**config.mk**
```make
export PLATFORM = sky130hd
export DESIGN_NAME = herm_rmv_ctrl_flat
export DESIGN_NICKNAME = d
export VERILOG_FILES = /design/src/rtl/herm_rmv_ctrl_if.sv /design/src/rtl/herm_rmv_ctrl.sv /design/src/flat_wrapper.sv
export SDC_FILE = /design/constraint.sdc
export NUM_CORES = 1
export LEC_CHECK = 0
export BUFFER_PORTS_ARGS = -buffer_cell sky130_fd_sc_hd__buf_2
export CAP_MARGIN = 30
export CORE_MARGIN = 4
export CORE_UTILIZATION = 52
export DETAILED_ROUTE_END_ITERATION = 16
export PLACE_DENSITY = 0.72
export SYNTH_ARGS = -nofsm -noshare
export SYNTH_HDL_FRONTEND = slang
export SYNTH_SLANG_ARGS = --single-unit
```
**constraint.sdc**
```tcl
create_clock -name clk -period 5.1 [get_ports clk]
set_input_delay 1.02 -clock clk [delete_from_list [all_inputs] [get_ports clk]]
set_output_delay 1.02 -clock clk [all_outputs]
set_load 0.01 [all_outputs]
```
**src/rtl/herm_rmv_ctrl_if.sv**
```systemverilog
// Stream, remover and status signals of the Hermitian-remover frame sequencer.
// master = sequencer side, slave = FFT source / remover / demapper / status side.
interface herm_rmv_ctrl_if;
    logic        en;
    logic        s_valid;
    logic [15:0] s_data;
    logic        s_ready;
    logic        rmv_wren;
    logic [15:0] rmv_din;
    logic        rmv_tx_done;
    logic [8:0]  rmv_read_ptr;
    logic [15:0] rmv_dout;
    logic        rmv_full;
    logic        m_valid;
    logic [15:0] m_data;
    logic        m_last;
    logic        m_ready;
    logic        busy;
    logic        err;
    logic [15:0] frame_cnt;

    modport master (
        input  en, s_valid, s_data, rmv_dout, rmv_full, m_ready,
        output s_ready, rmv_wren, rmv_din, rmv_tx_done, rmv_read_ptr,
               m_valid, m_data, m_last, busy, err, frame_cnt
    );
    modport slave (
        output en, s_valid, s_data, rmv_dout, rmv_full, m_ready,
        input  s_ready, rmv_wren, rmv_din, rmv_tx_done, rmv_read_ptr,
               m_valid, m_data, m_last, busy, err, frame_cnt
    );
endinterface

```
**src/rtl/herm_rmv_ctrl.sv**
```systemverilog
// Frame sequencer: fills the Hermitian remover from the FFT stream, waits for its
// output buffer, drains it through a credit-limited read pipeline, then re-arms it.
module herm_rmv_ctrl #(
    parameter int FFT_POINT      = 64,
    parameter int SYM_TOTAL      = 12,
    parameter int ACTIVE_SUBCARR = 28,
    parameter int OUT_SYM        = 11,
    parameter int RD_LAT         = 3,
    parameter int WAIT_TIMEOUT   = 1024
) (
    input  logic             clk,
    input  logic             rst,
    herm_rmv_ctrl_if.master  bus
);
    localparam int IN_LEN  = FFT_POINT * SYM_TOTAL;
    localparam int OUT_LEN = ACTIVE_SUBCARR * OUT_SYM;
    localparam int IN_W    = $clog2(IN_LEN + 1);
    localparam int WT_W    = $clog2(WAIT_TIMEOUT + 1);

    localparam logic [IN_W-1:0] IN_LAST   = IN_W'(IN_LEN - 1);
    localparam logic [WT_W-1:0] WAIT_LAST = WT_W'(WAIT_TIMEOUT - 1);
    localparam logic [8:0]      OUT_END   = 9'(OUT_LEN);
    localparam logic [8:0]      OUT_LAST  = 9'(OUT_LEN - 1);

    typedef enum logic [2:0] {INIT, IDLE, FILL, WAIT_RMV, DRAIN, DONE} state_t;

    state_t               state_q, state_d;
    logic [IN_W-1:0]      in_cnt_q, in_cnt_d;
    logic [WT_W-1:0]      wait_cnt_q, wait_cnt_d;
    logic [8:0]           rd_ptr_q, rd_ptr_d;
    logic [8:0]           out_cnt_q, out_cnt_d;
    logic [8:0]           read_ptr_q, read_ptr_d;
    logic                 err_q, err_d;
    logic                 tmo_q, tmo_d;
    logic [15:0]          frame_cnt_q, frame_cnt_d;
    logic                 busy_q, busy_d;
    logic                 tx_done_q, tx_done_d;
    logic [RD_LAT-1:0]    vld_pipe_q, vld_pipe_d;
    logic [3:0][15:0]     fifo_q, fifo_d;
    logic [1:0]           hd_q, hd_d, tl_q, tl_d;
    logic [2:0]           cnt_q, cnt_d;

    logic       push, pop, issue, m_valid;
    logic [2:0] inflight;
    logic [3:0] used;

    assign m_valid = (cnt_q != 3'd0);
    assign pop     = m_valid & bus.m_ready;
    assign push    = vld_pipe_q[RD_LAT-1];

    always_comb begin
        inflight = '0;
        for (int i = 0; i < RD_LAT; i++) inflight = inflight + 3'(vld_pipe_q[i]);
    end

    // Credit counts a same-cycle pop so a steady drain issues every cycle.
    assign used = {1'b0, cnt_q} + {1'b0, inflight} - {3'b0, pop};

    always_comb begin
        state_d     = state_q;
        in_cnt_d    = in_cnt_q;
        wait_cnt_d  = wait_cnt_q;
        rd_ptr_d    = rd_ptr_q;
        out_cnt_d   = out_cnt_q;
        read_ptr_d  = read_ptr_q;
        err_d       = err_q;
        tmo_d       = tmo_q;
        frame_cnt_d = frame_cnt_q;
        issue       = 1'b0;
        case (state_q)
            INIT: state_d = IDLE;
            IDLE: if (bus.en) state_d = FILL;
            FILL: begin
                if (bus.s_valid) begin
                    in_cnt_d = in_cnt_q + IN_W'(1);
                    if (in_cnt_q == IN_LAST) state_d = WAIT_RMV;
                end
            end
            WAIT_RMV: begin
                wait_cnt_d = wait_cnt_q + WT_W'(1);
                if (bus.rmv_full) begin
                    state_d = DRAIN;
                end else if (wait_cnt_q == WAIT_LAST) begin
                    err_d   = 1'b1;
                    tmo_d   = 1'b1;
                    state_d = DONE;
                end
            end
            DRAIN: begin
                if (rd_ptr_q < OUT_END && used < 4'd4) begin
                    issue      = 1'b1;
                    read_ptr_d = rd_ptr_q;
                    rd_ptr_d   = rd_ptr_q + 9'd1;
                end
                if (pop) begin
                    out_cnt_d = out_cnt_q + 9'd1;
                    if (out_cnt_q == OUT_LAST) state_d = DONE;
                end
            end
            DONE: begin
                if (!tmo_q) frame_cnt_d = frame_cnt_q + 16'd1;
                tmo_d      = 1'b0;
                in_cnt_d   = '0;
                wait_cnt_d = '0;
                rd_ptr_d   = '0;
                out_cnt_d  = '0;
                read_ptr_d = '0;
                state_d    = IDLE;
            end
            default: state_d = INIT;
        endcase

        vld_pipe_d = {vld_pipe_q[RD_LAT-2:0], issue};
        fifo_d     = fifo_q;
        tl_d       = tl_q;
        hd_d       = hd_q;
        if (push) begin
            fifo_d[tl_q] = bus.rmv_dout;
            tl_d         = tl_q + 2'd1;
        end
        if (pop) hd_d = hd_q + 2'd1;
        cnt_d = cnt_q + {2'b0, push} - {2'b0, pop};

        // Registered so every output reads zero while rst is held.
        busy_d    = (state_d != IDLE);
        tx_done_d = (state_d == DONE) || (state_q == INIT);
    end

    always_ff @(posedge clk or posedge rst) begin
        if (rst) begin
            state_q     <= INIT;
            in_cnt_q    <= '0;
            wait_cnt_q  <= '0;
            rd_ptr_q    <= '0;
            out_cnt_q   <= '0;
            read_ptr_q  <= '0;
            err_q       <= 1'b0;
            tmo_q       <= 1'b0;
            frame_cnt_q <= '0;
            busy_q      <= 1'b0;
            tx_done_q   <= 1'b0;
            vld_pipe_q  <= '0;
            fifo_q      <= '0;
            hd_q        <= '0;
            tl_q        <= '0;
            cnt_q       <= '0;
        end else begin
            state_q     <= state_d;
            in_cnt_q    <= in_cnt_d;
            wait_cnt_q  <= wait_cnt_d;
            rd_ptr_q    <= rd_ptr_d;
            out_cnt_q   <= out_cnt_d;
            read_ptr_q  <= read_ptr_d;
            err_q       <= err_d;
            tmo_q       <= tmo_d;
            frame_cnt_q <= frame_cnt_d;
            busy_q      <= busy_d;
            tx_done_q   <= tx_done_d;
            vld_pipe_q  <= vld_pipe_d;
            fifo_q      <= fifo_d;
            hd_q        <= hd_d;
            tl_q        <= tl_d;
            cnt_q       <= cnt_d;
        end
    end

    assign bus.s_ready      = (state_q == FILL);
    assign bus.rmv_wren     = (state_q == FILL) & bus.s_valid;
    assign bus.rmv_din      = (state_q == FILL) ? bus.s_data : 16'h0;
    assign bus.rmv_tx_done  = tx_done_q;
    assign bus.rmv_read_ptr = read_ptr_q;
    assign bus.m_valid      = m_valid;
    assign bus.m_data       = fifo_q[hd_q];
    assign bus.m_last       = m_valid && (out_cnt_q == OUT_LAST);
    assign bus.busy         = busy_q;
    assign bus.err          = err_q;
    assign bus.frame_cnt    = frame_cnt_q;
endmodule
```
**src/flat_wrapper.sv**
```systemverilog
// flat-port wrapper written by rule: the top's interface ports become plain ports
module herm_rmv_ctrl_flat 
#(
    parameter int FFT_POINT      = 64,
    parameter int SYM_TOTAL      = 12,
    parameter int ACTIVE_SUBCARR = 28,
    parameter int OUT_SYM        = 11,
    parameter int RD_LAT         = 3,
    parameter int WAIT_TIMEOUT   = 1024
)
  (clk, rst, bus_en, bus_s_valid, bus_s_data, bus_rmv_dout, bus_rmv_full, bus_m_ready, bus_s_ready, bus_rmv_wren, bus_rmv_din, bus_rmv_tx_done, bus_rmv_read_ptr, bus_m_valid, bus_m_data, bus_m_last, bus_busy, bus_err, bus_frame_cnt);
  herm_rmv_ctrl_if bus_i ();
  input  logic clk;
  input  logic rst;
  input wire logic [$bits(bus_i.en)-1:0] bus_en;
  input wire logic [$bits(bus_i.s_valid)-1:0] bus_s_valid;
  input wire logic [$bits(bus_i.s_data)-1:0] bus_s_data;
  input wire logic [$bits(bus_i.rmv_dout)-1:0] bus_rmv_dout;
  input wire logic [$bits(bus_i.rmv_full)-1:0] bus_rmv_full;
  input wire logic [$bits(bus_i.m_ready)-1:0] bus_m_ready;
  output wire logic [$bits(bus_i.s_ready)-1:0] bus_s_ready;
  output wire logic [$bits(bus_i.rmv_wren)-1:0] bus_rmv_wren;
  output wire logic [$bits(bus_i.rmv_din)-1:0] bus_rmv_din;
  output wire logic [$bits(bus_i.rmv_tx_done)-1:0] bus_rmv_tx_done;
  output wire logic [$bits(bus_i.rmv_read_ptr)-1:0] bus_rmv_read_ptr;
  output wire logic [$bits(bus_i.m_valid)-1:0] bus_m_valid;
  output wire logic [$bits(bus_i.m_data)-1:0] bus_m_data;
  output wire logic [$bits(bus_i.m_last)-1:0] bus_m_last;
  output wire logic [$bits(bus_i.busy)-1:0] bus_busy;
  output wire logic [$bits(bus_i.err)-1:0] bus_err;
  output wire logic [$bits(bus_i.frame_cnt)-1:0] bus_frame_cnt;
  assign bus_i.en = bus_en;
  assign bus_i.s_valid = bus_s_valid;
  assign bus_i.s_data = bus_s_data;
  assign bus_i.rmv_dout = bus_rmv_dout;
  assign bus_i.rmv_full = bus_rmv_full;
  assign bus_i.m_ready = bus_m_ready;
  assign bus_s_ready = bus_i.s_ready;
  assign bus_rmv_wren = bus_i.rmv_wren;
  assign bus_rmv_din = bus_i.rmv_din;
  assign bus_rmv_tx_done = bus_i.rmv_tx_done;
  assign bus_rmv_read_ptr = bus_i.rmv_read_ptr;
  assign bus_m_valid = bus_i.m_valid;
  assign bus_m_data = bus_i.m_data;
  assign bus_m_last = bus_i.m_last;
  assign bus_busy = bus_i.busy;
  assign bus_err = bus_i.err;
  assign bus_frame_cnt = bus_i.frame_cnt;
  herm_rmv_ctrl #(.FFT_POINT(FFT_POINT), .SYM_TOTAL(SYM_TOTAL), .ACTIVE_SUBCARR(ACTIVE_SUBCARR), .OUT_SYM(OUT_SYM), .RD_LAT(RD_LAT), .WAIT_TIMEOUT(WAIT_TIMEOUT)) u_core (.clk(clk), .rst(rst), .bus(bus_i));
endmodule
```
**Word level (Yosys, flattened, before mapping)**

Cells that the tools add are included.

- Reductions and logical operators: 16
- $lt $le $gt $ge: 5
- Add/sub/neg operators: 13
- Equal/unequal tests: 15
- Bitwise operators: 4
- Mux-type cells: 28

Operators with widths:

| kind | number |
|---|---|
| 64-bit bitwise mux | 1 |
| 9-bit case mux with 2 select lines | 3 |
| 16-bit two-way mux | 3 |
| 16-bit binary-select mux with 2-bit select | 1 |
| 16-bit demux with 2-bit select | 1 |
| 9-bit two-way mux | 3 |
| 11-bit case mux with 2 select lines | 1 |
| 3-bit two-way mux | 7 |
| 10-bit case mux with 2 select lines | 1 |
| 9-bit by 1-bit adder with 9-bit output (second input constant) | 2 |
| 16-bit by 1-bit adder with 16-bit output (second input constant) | 1 |
| 3-bit case mux with 5 select lines | 1 |
| 11-bit by 1-bit adder with 11-bit output (second input constant) | 1 |
| 11-bit by 10-bit equality test with 1-bit output (second input constant) | 1 |
| 10-bit by 1-bit adder with 10-bit output (second input constant) | 1 |
| 10-bit equality test (second input constant) | 1 |
| 10-bit two-way mux | 1 |
| 3-bit equality test (second input constant) | 3 |
| 9-bit equality test (second input constant) | 1 |
| 9-bit < comparator (second input constant) | 1 |
| 2-bit AND reduction | 4 |
| 3-bit by 1-bit adder with 3-bit output | 2 |
| 3-bit by 2-bit equality test with 1-bit output (second input constant) | 2 |
| 2-bit by 3-bit < comparator with 1-bit output (second input constant) | 2 |
| other kinds (22) | 36 |

- Register bits after elaboration: 145
- Logic and storage cells: 100
- Bits of input ports: 38

**Depth between registers and ports, before layout**

- Depth after elaboration: 8
- Depth in mapped cells: 12

**Worst setup path before layout**

Ideal clock, no wire load.

- Path type: input to register
- Start: input port bus_m_ready
- End: register u_core.rd_ptr_q[0]
- Stages: 11
- Required time: 5.021 ns
- Setup slack: 2.176 ns
- Arrival: 2.845 ns
- Path buffers: 2
- Path through: o31ai_1 buf_2 inv_1 ha_1 inv_1 ha_1 and3b_1 o211a_1 nor3_4 buf_6 mux2i_1

- Longest elaborated chain between the ends: 6

Ends and longest elaborated chain:

| element | RTL line | source |
|---|---|---|
| start, declared | flat_wrapper.sv:20 | `input wire logic [$bits(bus_i.m_ready)-1:0] bus_m_ready;` |
| 1-bit bitwise AND | herm_rmv_ctrl.sv:48 | `assign pop = m_valid & bus.m_ready;` |
| named net u_core.pop | herm_rmv_ctrl.sv:43 | `logic push, pop, issue, m_valid;` |
| 4-bit by 1-bit subtractor with 4-bit output | herm_rmv_ctrl.sv:57 | `assign used = {1'b0, cnt_q} + {1'b0, inflight} - {3'b0, pop};` |
| 4-bit by 3-bit < comparator with 1-bit output | herm_rmv_ctrl.sv:90 | `if (rd_ptr_q < OUT_END && used < 4'd4) begin` |
| 1-bit logical AND | herm_rmv_ctrl.sv:90 |  |
| 2-bit by 1-bit inequality test with 1-bit output (no source line) | - |  |
| 2-bit AND reduction (no source line) | - |  |
| end signal, assigned | herm_rmv_ctrl.sv:151 | `rd_ptr_q <= rd_ptr_d;` |
| end, declared | herm_rmv_ctrl.sv:30 | `logic [8:0] rd_ptr_q, rd_ptr_d;` |

The timed path passes the listed nets, and every way through them passes these cells.
A chain may end at the register's enable or synchronous reset.

**Worst setup path in the final report**

- Start: register u_core.vld_pipe_q[0]
- End: register u_core.read_ptr_q[6], in the netlist u_core.bus.rmv_read_ptr[6]

- Longest elaborated chain between the ends: 8

Ends and longest elaborated chain:

| element | RTL line | source |
|---|---|---|
| start, declared | herm_rmv_ctrl.sv:38 | `logic [RD_LAT-1:0] vld_pipe_q, vld_pipe_d;` |
| start signal, assigned | herm_rmv_ctrl.sv:159 | `vld_pipe_q <= vld_pipe_d;` |
| 1-bit by 1-bit adder with 2-bit output | herm_rmv_ctrl.sv:53 | `for (int i = 0; i < RD_LAT; i++) inflight = inflight + 3'(vld_pipe_q[i]);` |
| 3-bit by 1-bit adder with 3-bit output | herm_rmv_ctrl.sv:53 |  |
| 3-bit by 3-bit adder with 4-bit output | herm_rmv_ctrl.sv:57 |  |
| 4-bit by 1-bit subtractor with 4-bit output | herm_rmv_ctrl.sv:57 |  |
| 4-bit by 3-bit < comparator with 1-bit output | herm_rmv_ctrl.sv:90 |  |
| 1-bit logical AND | herm_rmv_ctrl.sv:90 |  |
| 2-bit by 1-bit inequality test with 1-bit output (no source line) | - |  |
| 2-bit AND reduction (no source line) | - |  |
| end signal, assigned | herm_rmv_ctrl.sv:153 | `read_ptr_q <= read_ptr_d;` |
| end, declared | herm_rmv_ctrl.sv:32 | `logic [8:0] read_ptr_q, read_ptr_d;` |

Every way passes these cells.

==> results.md <==
* Initial Util at 53.2%
* Commonest non-fill, non-tap cell in the layout: sky130_fd_sc_hd__dfrtp_1
* Initial antenna violation count at 0
* Final ANT Viol Nets at 0
* H-tree depth at 4
* Fin area at 8330 sq um
* Final design utilization at 62.9%
* DP HPWL at 9340 um
* CP Data Required Time at 5.36 ns
* Die Span Y at 124 um
* R2R setup slack at 1.99 ns
* Number of global-route vias before repair at 4,989
* Clock tree from TritonCTS: yes
* CP top delay family: adder cells
* Clk buf depth at 2
* EDFF count, synth at 0
* Placement-stage cell area at 7680 sq um
* First-pass GRT wire length at 23,700 um
* Average detailed-routed wire length per instance at 16.0 um
* RSZ-0062 raised after global routing: false
* Switching power at 1.48 mW
* Die width at 124 um
* Slowest stage cell, crit path: sky130_fd_sc_hd__nor3_4
* Cell taking the most area after synthesis: sky130_fd_sc_hd__dfrtp_1
* Relative area change from synthesis to final layout at 18.2%
* Share of the synthesized area in the top cell type at 51.5%
* Multi-input gate area in the final layout at 3180 sq um
* Final slew viol count at 0
* Class of the worst hold path: reg2reg
* Remaining design rule violation count at 0
* Run status: finished clean
* Fraction of layout instances using a drive strength above 1 at 33.8%
* Start-to-end type of the worst setup path: reg2reg
* Kind of end point of the critical path: register
* Number of clock buffers inserted by TritonCTS at 17
* Top-Level Pins at 102
* Min setup slack post-route at 1.99 ns
* Root buffer cell: sky130_fd_sc_hd__clkbuf_16
* Areal power density over the cells at 557 nW/um^2
* Total iterations of the first detailed-routing run at 4
* Hold buffer count at cts at 0
* Post-cts resize count at 0
* Drt initial violations at 183
* Overall routed net length at 13,800 um
* Flip-flop and latch count after synthesis at 145
* # diodes at 0
* Total Nets Final at 736
* Largest net degree at the start of global routing at 112
* Worst-margin pin slew at 0.856 ns
* Count of fill cells added during filler insertion at 1,045
* Number of distinct library cell variants in the gate-level netlist after synthesis at 56
* Area contributors post-synth: sky130_fd_sc_hd__dfrtp_1, sky130_fd_sc_hd__mux2_2, sky130_fd_sc_hd__mux4_2, sky130_fd_sc_hd__ha_1, sky130_fd_sc_hd__xnor2_1
* Most frequent cells in the layout: sky130_fd_sc_hd__dfrtp_1, sky130_fd_sc_hd__buf_2, sky130_fd_sc_hd__mux2_2, sky130_fd_sc_hd__nand2_1, sky130_fd_sc_hd__nor2_1
* Setup slack after placement at 1.81 ns
* Power share of the combinational group at 31.5%
* Number of vias in the routed layout at 4,798
* Routed via count divided by cell count at 5.54
* Relative max-transition margin at 42.8%
* Area of the mapped netlist at 7050 sq um
* Biggest cell delay along the critical path at 0.47 ns
* Part of the total power dissipated in the clock network at 27.7%
* Hold slack at 0.429 ns
* Internal power contribution at 3.16 mW
* Top achievable clock speed at 0.321 GHz
* Final-layout setup total negative slack at 0 ns
* Core area at 13,200 sq um
* RePlAce Congestion at 0.840
* Synthesized area divided by synthesized cell count at 12.2 sq um
* Proportion of synthesized flip-flops having asynchronous set or reset at 100%
* Relative contribution of sequential cells to total power at 40.7%
* Critical Path Most Common Cell: sky130_fd_sc_hd__ha_1
* Number of buffers inserted by post-CTS setup repair at 0
* Crit start category: register
* Yosys warns at 0
* Switching part of the total power at 31.9%
* Storage element area at 3630 sq um
* Post-synthesis net count at 635
* Die area at 15,500 sq um
* Placed instance count at 832
* Total clock sinks at 145
* Endpoint arrival time on the critical path at 3.38 ns
* Buffers & Inverters on Critical Path at 2
* Tot Pwr at 4.64 mW
* Hold Vio Cnt, Final at 0
* Quantity of I/O buffers inserted on ports at 101
* Register area share after synthesis at 51.5%
* Clock insertion delay at the later pin of the skew report at 0.42 ns
* Final cell count without fillers at 866
* Chain of cells forming the critical path: ha_1 > ha_1 > ha_1 > inv_1 > ha_1 > inv_1 > ha_1 > or3_1 > a21o_4 > nor3_4 > o21ai_0
* Synthesized instance count at 576
* Max-cap check violation count at 0
* Endpoints failing setup at 0
* All-Layer GR Usage at 18.5%
* Skew final at 0.00785 ns
* Max VDD drop at 313 uV
* Most common flop cell mapped by yosys: sky130_fd_sc_hd__dfrtp_1
* Total number of placement rows at 42
* GR Overflow Total at 0
* Largest fanout on the critical path at 13
* Tmin final at 3.11 ns
* Post-route clock period utilization at 61.1%
* Clock transition at the registers of the reported paths at 0.06 ns
* Total leakage power at 3.89 nW
[final timing paths]
kind / end / depth (start not counted) / startpoint
max: u_core.bus.rmv_read_ptr[6] / 11 / u_core.vld_pipe_q[0]
min: u_core.vld_pipe_q[2] / 0 / u_core.vld_pipe_q[1]
max reg2reg: u_core.bus.rmv_read_ptr[6] / 11 / u_core.vld_pipe_q[0]
min reg2reg: u_core.vld_pipe_q[2] / 0 / u_core.vld_pipe_q[1]
max in group asynchronous: u_core.rd_ptr_q[5] / 4 / rst
min in group asynchronous: u_core.fifo_q[58] / 2 / rst
[flip-flops by register name, indices dropped and copies added, names as in the netlist]
register                 flops
u_core.hd_q                  2
u_core.vld_pipe_q            3
u_core.tl_q                  2
u_core.bus.busy              1
u_core.wait_cnt_q           11
u_core.state_q               3
u_core.out_cnt_q             9
u_core.in_cnt_q             10
u_core.bus.rmv_tx_done       1
u_core.rd_ptr_q              9
u_core.bus.rmv_read_ptr      9
u_core.bus.err               1
u_core.cnt_q                 3
u_core.tmo_q                 1
u_core.fifo_q               64
u_core.bus.frame_cnt        16
[cell type report]
cell class / instances / share of cell area, %
Tap cell: 176 / 2.64
Clock inverter: 10 / 1.91
Sequential cell: 145 / 43.6
Inverter: 25 / 1.19
Multi-Input combinational cell: 380 / 38.2
Timing Repair Buffer: 108 / 7.00
Clock buffer: 22 / 5.45
[power by group through the flow]
stage / Combinational, mW / Sequential (mW) / Clock (mW)
floorplan: 1.14 / 1.77 / 0
finish: 1.46 / 1.89 / 1.29
global placement: 1.40 / 1.86 / 0
global route: 1.63 / 1.94 / 1.36
CTS: 1.48 / 1.88 / 1.31
detailed placement: 1.47 / 1.90 / 0
[cells by family after synthesis]
kind of cell	share of synthesized area, %
xor gates and xnor gates	4.85
adders and majority gates	3.94
buffers and inverters	3.30
DFF	51.5
AOI/OAI and AO/OA	4.40
and+or+nand+nor	14.8
muxes	17.2
[metal layers]
layer,global-route usage (%),vias up,share of wire [%]
met5,0,-,0
met2,30.3,115,49
met4,6.13,0,1.7
met1,24.3,2406,45
li1,-,2257,-
met3,4.80,20,4.1
[Yosys cell counts (2+ instances only)]
master,number
sky130_fd_sc_hd__mux2_2,65
sky130_fd_sc_hd__nand3_1,15
sky130_fd_sc_hd__nand4_1,27
sky130_fd_sc_hd__xnor2_1,25
sky130_fd_sc_hd__and3_1,5
sky130_fd_sc_hd__nand2b_1,5
sky130_fd_sc_hd__and4_1,5
sky130_fd_sc_hd__dfrtp_1,145
sky130_fd_sc_hd__o211ai_1,4
sky130_fd_sc_hd__a21oi_1,4
sky130_fd_sc_hd__ha_1,19
sky130_fd_sc_hd__mux2i_1,12
sky130_fd_sc_hd__nor2_1,30
sky130_fd_sc_hd__nand2_1,41
sky130_fd_sc_hd__o21ai_0,18
sky130_fd_sc_hd__clkbuf_1,10
sky130_fd_sc_hd__nor4_1,8
sky130_fd_sc_hd__or3_1,2
sky130_fd_sc_hd__nor4_2,2
sky130_fd_sc_hd__o31ai_1,4
sky130_fd_sc_hd__buf_2,11
sky130_fd_sc_hd__and2_1,20
sky130_fd_sc_hd__fa_1,2
sky130_fd_sc_hd__and3b_1,4
sky130_fd_sc_hd__buf_6,3
sky130_fd_sc_hd__or2_2,2
sky130_fd_sc_hd__mux4_2,16
sky130_fd_sc_hd__inv_1,25
sky130_fd_sc_hd__a22o_1,2
sky130_fd_sc_hd__nor3_1,3
sky130_fd_sc_hd__nand3b_1,4
sky130_fd_sc_hd__xor2_1,14
[worst register-to-register path: stages (launching register included)]
cell                      delay [ns]
sky130_fd_sc_hd__dfrtp_1        0.41
sky130_fd_sc_hd__ha_1           0.31
sky130_fd_sc_hd__ha_1           0.18
sky130_fd_sc_hd__ha_1           0.18
sky130_fd_sc_hd__inv_1          0.05
sky130_fd_sc_hd__ha_1           0.21
sky130_fd_sc_hd__inv_1          0.06
sky130_fd_sc_hd__ha_1           0.26
sky130_fd_sc_hd__or3_1          0.38
sky130_fd_sc_hd__a21o_4         0.26
sky130_fd_sc_hd__nor3_4         0.47
sky130_fd_sc_hd__o21ai_0        0.19
Note: power is estimated with default switching activity, not from simulation.
